===== config.mk =====
export PLATFORM = sky130hd
export DESIGN_NAME = present_round_ctrl
export DESIGN_NICKNAME = d
export VERILOG_FILES = /design/src/rtl/present_round_ctrl.sv
export SDC_FILE = /design/constraint.sdc
export NUM_CORES = 1
export LEC_CHECK = 0
export CAP_MARGIN = 20
export CELL_PAD_IN_SITES_DETAIL_PLACEMENT = 0
export CELL_PAD_IN_SITES_GLOBAL_PLACEMENT = 1
export CORE_MARGIN = 3
export CORE_UTILIZATION = 35
export DETAILED_ROUTE_END_ITERATION = 12
export GPL_TIMING_DRIVEN = 0
export PLACE_DENSITY_LB_ADDON = 0.1
export SLEW_MARGIN = 40
export SYNTH_ARGS = -nofsm -noshare
export SYNTH_HDL_FRONTEND = slang
export SYNTH_SLANG_ARGS = --single-unit

===== constraint.sdc =====
create_clock -name clk -period 2 [get_ports clk]
set_input_delay 0.3 -clock clk [delete_from_list [all_inputs] [get_ports clk]]
set_output_delay 0.3 -clock clk [all_outputs]
set_load 0.05 [all_outputs]

===== src/rtl/present_round_ctrl.sv =====
// ============================================================================
// Module  : present_round_ctrl
// Brief   : Round sequencer for the masked PRESENT-128 datapath (control only).
// Revision: 1.0
// ============================================================================
`default_nettype none

module present_round_ctrl #(
    parameter int NROUNDS  = 31,
    parameter int PDSBOX   = 0,
    parameter int SBOX_LAT = 2
) (
    input  logic                                 clk,
    input  logic                                 rst,
    input  logic                                 start,
    output logic                                 busy,
    output logic                                 ld_state,
    output logic                                 sb_en,
    output logic [((PDSBOX > 0) ? PDSBOX : 1)-1:0] sb_sel,
    output logic                                 rnd_req,
    output logic                                 upd_en,
    output logic [4:0]                           round_ctr,
    output logic                                 fin_en,
    output logic                                 valid_out
);

    localparam int SW     = (PDSBOX > 0) ? PDSBOX : 1;
    localparam int SB_DIV = 1 << PDSBOX;
    localparam int CMAX   = (SB_DIV > SBOX_LAT) ? SB_DIV : SBOX_LAT;
    localparam int CW     = (CMAX > 1) ? $clog2(CMAX) : 1;

    localparam logic [CW-1:0] ISSUE_LAST = CW'(SB_DIV - 1);
    localparam logic [CW-1:0] DRAIN_LAST = CW'(SBOX_LAT - 1);
    localparam logic [4:0]    NR5        = 5'(NROUNDS);

    typedef enum logic [2:0] {
        S_IDLE   = 3'd0,
        S_LOAD   = 3'd1,
        S_ISSUE  = 3'd2,
        S_DRAIN  = 3'd3,
        S_UPDATE = 3'd4,
        S_FINAL  = 3'd5,
        S_DONE   = 3'd6
    } state_t;

    state_t        state_q, state_d;
    logic [CW-1:0] cnt_q, cnt_d;
    logic [4:0]    round_q, round_d;

    always_ff @(posedge clk) begin
        if (rst) begin
            state_q <= S_IDLE;
            cnt_q   <= '0;
            round_q <= '0;
        end else begin
            state_q <= state_d;
            cnt_q   <= cnt_d;
            round_q <= round_d;
        end
    end

    // One counter serves both the slice index in ISSUE and the drain wait.
    always_comb begin
        state_d   = state_q;
        cnt_d     = cnt_q;
        round_d   = round_q;
        ld_state  = 1'b0;
        sb_en     = 1'b0;
        sb_sel    = '0;
        rnd_req   = 1'b0;
        upd_en    = 1'b0;
        fin_en    = 1'b0;
        valid_out = 1'b0;
        case (state_q)
            S_IDLE: begin
                if (start) begin
                    state_d = S_LOAD;
                    cnt_d   = '0;
                end
            end
            S_LOAD: begin
                ld_state = 1'b1;
                round_d  = 5'd1;
                cnt_d    = '0;
                state_d  = S_ISSUE;
            end
            S_ISSUE: begin
                sb_en   = 1'b1;
                rnd_req = 1'b1;
                sb_sel  = SW'(cnt_q);
                if (cnt_q == ISSUE_LAST) begin
                    cnt_d   = '0;
                    state_d = S_DRAIN;
                end else begin
                    cnt_d = cnt_q + 1'b1;
                end
            end
            S_DRAIN: begin
                if (cnt_q == DRAIN_LAST) begin
                    cnt_d   = '0;
                    state_d = S_UPDATE;
                end else begin
                    cnt_d = cnt_q + 1'b1;
                end
            end
            S_UPDATE: begin
                upd_en = 1'b1;
                // Counter saturates at NROUNDS so FINAL/DONE still see the last round.
                if (round_q < NR5) begin
                    round_d = round_q + 5'd1;
                    state_d = S_ISSUE;
                end else begin
                    state_d = S_FINAL;
                end
            end
            S_FINAL: begin
                fin_en  = 1'b1;
                state_d = S_DONE;
            end
            S_DONE: begin
                valid_out = 1'b1;
                round_d   = '0;
                state_d   = S_IDLE;
            end
            default: begin
                state_d = S_IDLE;
            end
        endcase
    end

    assign busy      = (state_q != S_IDLE);
    assign round_ctr = round_q;

endmodule

`default_nettype wire


==> results of run 1 <==
## cell families after synthesis
kind of cell	after synthesis	share of synthesized area, %
adders and majority gates	1	2.12
muxes	3	5.08
and+or+nand+nor	35	32.8
AOI/OAI and AO/OA	20	22.0
DFF	9	30.5
buffers and inverters	6	7.41
## path summary, 6_finish.rpt
kind,end,slack (ps),cells past startpoint
hold / removal,round_ctr[4]$_SDFFE_PP0P_,500,2
setup reg to reg,round_ctr[2]$_SDFFE_PP0P_,520,4
setup / recovery,sb_sel,100,4
hold reg to reg,round_ctr[4]$_SDFFE_PP0P_,500,2
## stage by stage
step                      power (mW)  hold WS [ps]  setup WS (ps)  setup TNS [ps]
after floorplan                0.353           369            257               0
after global placement         0.411           475           -129            -226
after detailed placement       0.410           495           -128            -204
after CTS                      0.545           507           53.3               0
after global routing           0.573           540          0.207               0
final                          0.535           501           97.5               0
## power by group through the flow
| stage | clock network, mW | logic, mW | registers, mW |
|---|---|---|---|
| final | 0.137 | 0.195 | 0.203 |
| after global routing | 0.158 | 0.210 | 0.205 |
| after CTS | 0.147 | 0.196 | 0.203 |
| after detailed placement | 0 | 0.204 | 0.206 |
| after global placement | 0 | 0.204 | 0.206 |
| after floorplan | 0 | 0.138 | 0.215 |
## Yosys cell counts
master / number / area, µm²
sky130_fd_sc_hd__nand3b_1: 1 / 7.51
sky130_fd_sc_hd__nor3_2: 1 / 10.0
sky130_fd_sc_hd__or3_1: 1 / 6.26
sky130_fd_sc_hd__clkbuf_8: 1 / 13.8
sky130_fd_sc_hd__a2bb2oi_1: 1 / 8.76
sky130_fd_sc_hd__and3b_1: 1 / 8.76
sky130_fd_sc_hd__a2111oi_1: 1 / 10.0
sky130_fd_sc_hd__o21bai_1: 1 / 7.51
sky130_fd_sc_hd__buf_4: 3 / 22.5
sky130_fd_sc_hd__inv_1: 1 / 3.75
sky130_fd_sc_hd__o311a_1: 1 / 10.0
sky130_fd_sc_hd__nor2_1: 5 / 18.8
sky130_fd_sc_hd__a31oi_1: 1 / 6.26
sky130_fd_sc_hd__and3_1: 1 / 6.26
sky130_fd_sc_hd__nand3_2: 1 / 10.0
sky130_fd_sc_hd__o21ai_0: 5 / 25.0
sky130_fd_sc_hd__o21a_1: 1 / 7.51
sky130_fd_sc_hd__nor2b_1: 3 / 18.8
sky130_fd_sc_hd__nand4_1: 1 / 6.26
sky130_fd_sc_hd__and2b_1: 1 / 7.51
sky130_fd_sc_hd__nand2_1: 8 / 30.0
sky130_fd_sc_hd__o311ai_0: 1 / 8.76
sky130_fd_sc_hd__inv_2: 1 / 3.75
sky130_fd_sc_hd__nand3_1: 1 / 5.00
sky130_fd_sc_hd__a21oi_1: 6 / 30.0
sky130_fd_sc_hd__and2_1: 3 / 18.8
sky130_fd_sc_hd__ha_1: 1 / 12.5
sky130_fd_sc_hd__mux2i_1: 3 / 30.0
sky130_fd_sc_hd__nor3_1: 3 / 15.0
sky130_fd_sc_hd__nand2b_1: 4 / 25.0
sky130_fd_sc_hd__a21o_1: 1 / 7.51
sky130_fd_sc_hd__dfxtp_1: 9 / 180
sky130_fd_sc_hd__o2111ai_1: 1 / 8.76
## sequential cells by signal, indices dropped and copies added (netlist names)
name,count
cnt_q,1
round_ctr,5
state_q,3
## cell usage in the layout, fill, tap and decap left out, types with 3 or more instances in the layout
cell type / n
sky130_fd_sc_hd__dfxtp_1: 9
sky130_fd_sc_hd__nand2_1: 8
sky130_fd_sc_hd__clkdlybuf4s50_1: 7
sky130_fd_sc_hd__a21oi_1: 6
sky130_fd_sc_hd__nor2_1: 5
sky130_fd_sc_hd__o21ai_0: 5
sky130_fd_sc_hd__buf_4: 4
sky130_fd_sc_hd__nand2b_1: 4
sky130_fd_sc_hd__dlygate4sd2_1: 4
sky130_fd_sc_hd__nor2b_1: 3
sky130_fd_sc_hd__and2_1: 3
sky130_fd_sc_hd__nor3_1: 3
sky130_fd_sc_hd__mux2i_1: 3
sky130_fd_sc_hd__clkbuf_4: 3
## what timing repair did
item	4_1_cts	5_1_grt
resized for setup	13	2
pin swaps	0	0
setup endpoints to repair	8	2
## worst register-to-register path, delay by kind of cell, from the launching register on
| kind | cells | cell delay [ps] |
|---|---|---|
| mux | 1 | 210 |
| simple gates | 1 | 150 |
| compound gates | 2 | 620 |
| flops | 1 | 430 |
## routing by layer
layer	GRT usage [%]	wire length, µm	vias to the layer above
met5	0	0	-
met4	4.97	5	0
met3	5.75	64	2
met2	19.0	538	14
met1	20.5	726	239
li1	-	-	301
## area by class of cell
| class | instances | area [µm²] | share of cell area (%) |
|---|---|---|---|
| multi-input combinational | 59 | 367 | 47.0 |
| sequential | 9 | 180 | 23.1 |
| timing repair buffer | 15 | 144 | 18.4 |
| buffer | 4 | 36.3 | 4.65 |
| clock buffer | 4 | 26.3 | 3.37 |
| tap | 16 | 20.0 | 2.56 |
| inverter | 2 | 7.51 | 0.962 |
==> Flow_metrics.wiki, run 1 <==
{| class="wikitable"
! Metric !! Value
|-
| Clock root buffer master || sky130_fd_sc_hd__clkbuf_4
|-
| Critical R2R Launch || round_ctr[0]$_SDFFE_PP0P_
|-
| Cts bufs inserted || 3
|-
| Detailed-route wire length || 1340 µm
|-
| Drt initial violations || 3
|-
| Final instance area || approximately 800 µm²
|-
| Cell area after technology mapping || slightly below 600 µm²
|-
| Number of hold violations in the final report || 0
|-
| Category of the worst setup path launch point || flop
|-
| Chain of cells forming the critical path || buf_4 -> and2b_1 -> and3_1 -> clkdlybuf4s18_2
|-
| Setup fix buffers added after clock tree synthesis || 0
|-
| Clock tree sinks || 9
|-
| Critical path's slowest cell || sky130_fd_sc_hd__dfxtp_1
|-
| Largest driver fanout on the critical path || 10
|-
| Capturing element type of the critical path || output port
|-
| Final Util || about half
|-
| Largest buffer count on any clock path || 2
|-
| Area of the core region || 1540 µm²
|-
| Worst-Skew Late Latency || approximately 260 ps
|-
| Number of iterations in the first detailed-routing pass || 3
|-
| Min Clock Period, post-route || 1900 ps
|-
| Final standard cell count with taps included and fillers excluded || between 100 and 150
|-
| Number of unique standard cell types used by synthesis || 33
|-
| Cell count after synthesis || 74
|-
| Required time of the worst setup path || between 1500 and 2000 ps
|-
| Height of the die || 47.1 µm
|-
| Maximum number of pins on one net before global-route repair || 11
|-
| Hold-fix buffer count after cts || 0
|-
| Placement Cell Area || roughly 760 µm²
|-
| Max Cap Violations || 0
|-
| Net Sw Power || approximately 0.20 mW
|-
| Share of power burned in registers || 37.8%
|-
| Remaining antenna violation count after routing || 0
|-
| Number of antenna repair diodes || 0
|-
| Nets || roughly 100
|-
| Leakage component of the power || 0.325 nW
|-
| Cell internal power dissipation || 0.336 mW
|-
| Final critical-path share of the clock period || 95.1%
|-
| GRT Resource Usage Total || 14.3%
|-
| Via count of the first global-routing pass || 506
|-
| Largest incremental delay on the critical path || 400 ps
|-
| Run status || completed
|-
| Worst slew slack as a fraction of its limit || 67.0%
|-
| Total via count after detailed routing || 556
|-
| Drc violations || 0
|-
| Initial Util || 38.3%
|-
| Total number of placement rows || 14
|-
| Number of primary I/O pins || 16
|-
| F_max || 0.526 GHz
|-
| Port buffer count || 15
|-
| Clock share of power || 25.7%
|-
| Clock transition at path regs || 60 ps
|-
| Clock tree from TritonCTS || yes
|-
| Peak supply drop || between 0.4 and 0.5 mV
|-
| Die width || roughly 47 µm
|-
| Placed cell count || 105
|-
| Share of cells above drive strength 1 || 14.0%
|-
| Number of synthesized register bits || 9
|-
| Number of antenna violations at the first check in global routing || 0
|-
| Total power density per cell area || 686 nW/µm²
|-
| Combinational cell fraction of total power || 36.5%
|-
| Hold Path Class || reg2reg
|-
| GP Congestion || about 0.71
|-
| Detailed Place HPWL || 1020 µm
|-
| Switching part of the total power || 37.2%
|-
| Filler cell count || 169
|-
| Mean cell area of the mapped netlist || 7.98 µm²
|-
| Gr ovfl total || 0
|-
| Source of the critical timing path || state_q[1]$_SDFFE_PP0P_
|-
| Final Max Tran Viols || 0
|-
| Critical path buffers and inverters || 2
|-
| Delay-heaviest family, CP || buffers and inverters
|-
| Area Growth Syn to Fin || 32.2%
|-
| Syn nets || 78
|-
| Die Area || between 2000 and 2500 µm²
|-
| Global-route wire length before repair || about 2200 µm
|-
| Detail-routed via count per cell || 5.10
|-
| Sequential area share after synthesis || 30.5%
|-
| Worst min-delay path startpoint || round_ctr[4]$_SDFFE_PP0P_
|-
| Critical setup path kind || reg2out
|-
| Setup repair after global routing missed its margin || false
|-
| Arrival time at the worst endpoint || 1600 ps
|-
| Warnings, synthesis || 0
|-
| Measured slew at the worst slew-check pin || 494 ps
|-
| Depth of the CTS H-tree || 1
|-
| Final setup violation count || 0
|-
| Clk_skew || around 3.6 ps
|-
| WL/cell || 12.2 µm
|}
Note: power is estimated with default switching activity, not from simulation.
==> run 2: changes to the inputs <==
- ABC_CLOCK_PERIOD_IN_PS: unset -> 2000
- SLEW_MARGIN: 40 -> unset
==> results of run 2 <==
Final layout, timing and power as in run 1 (identical DEF).
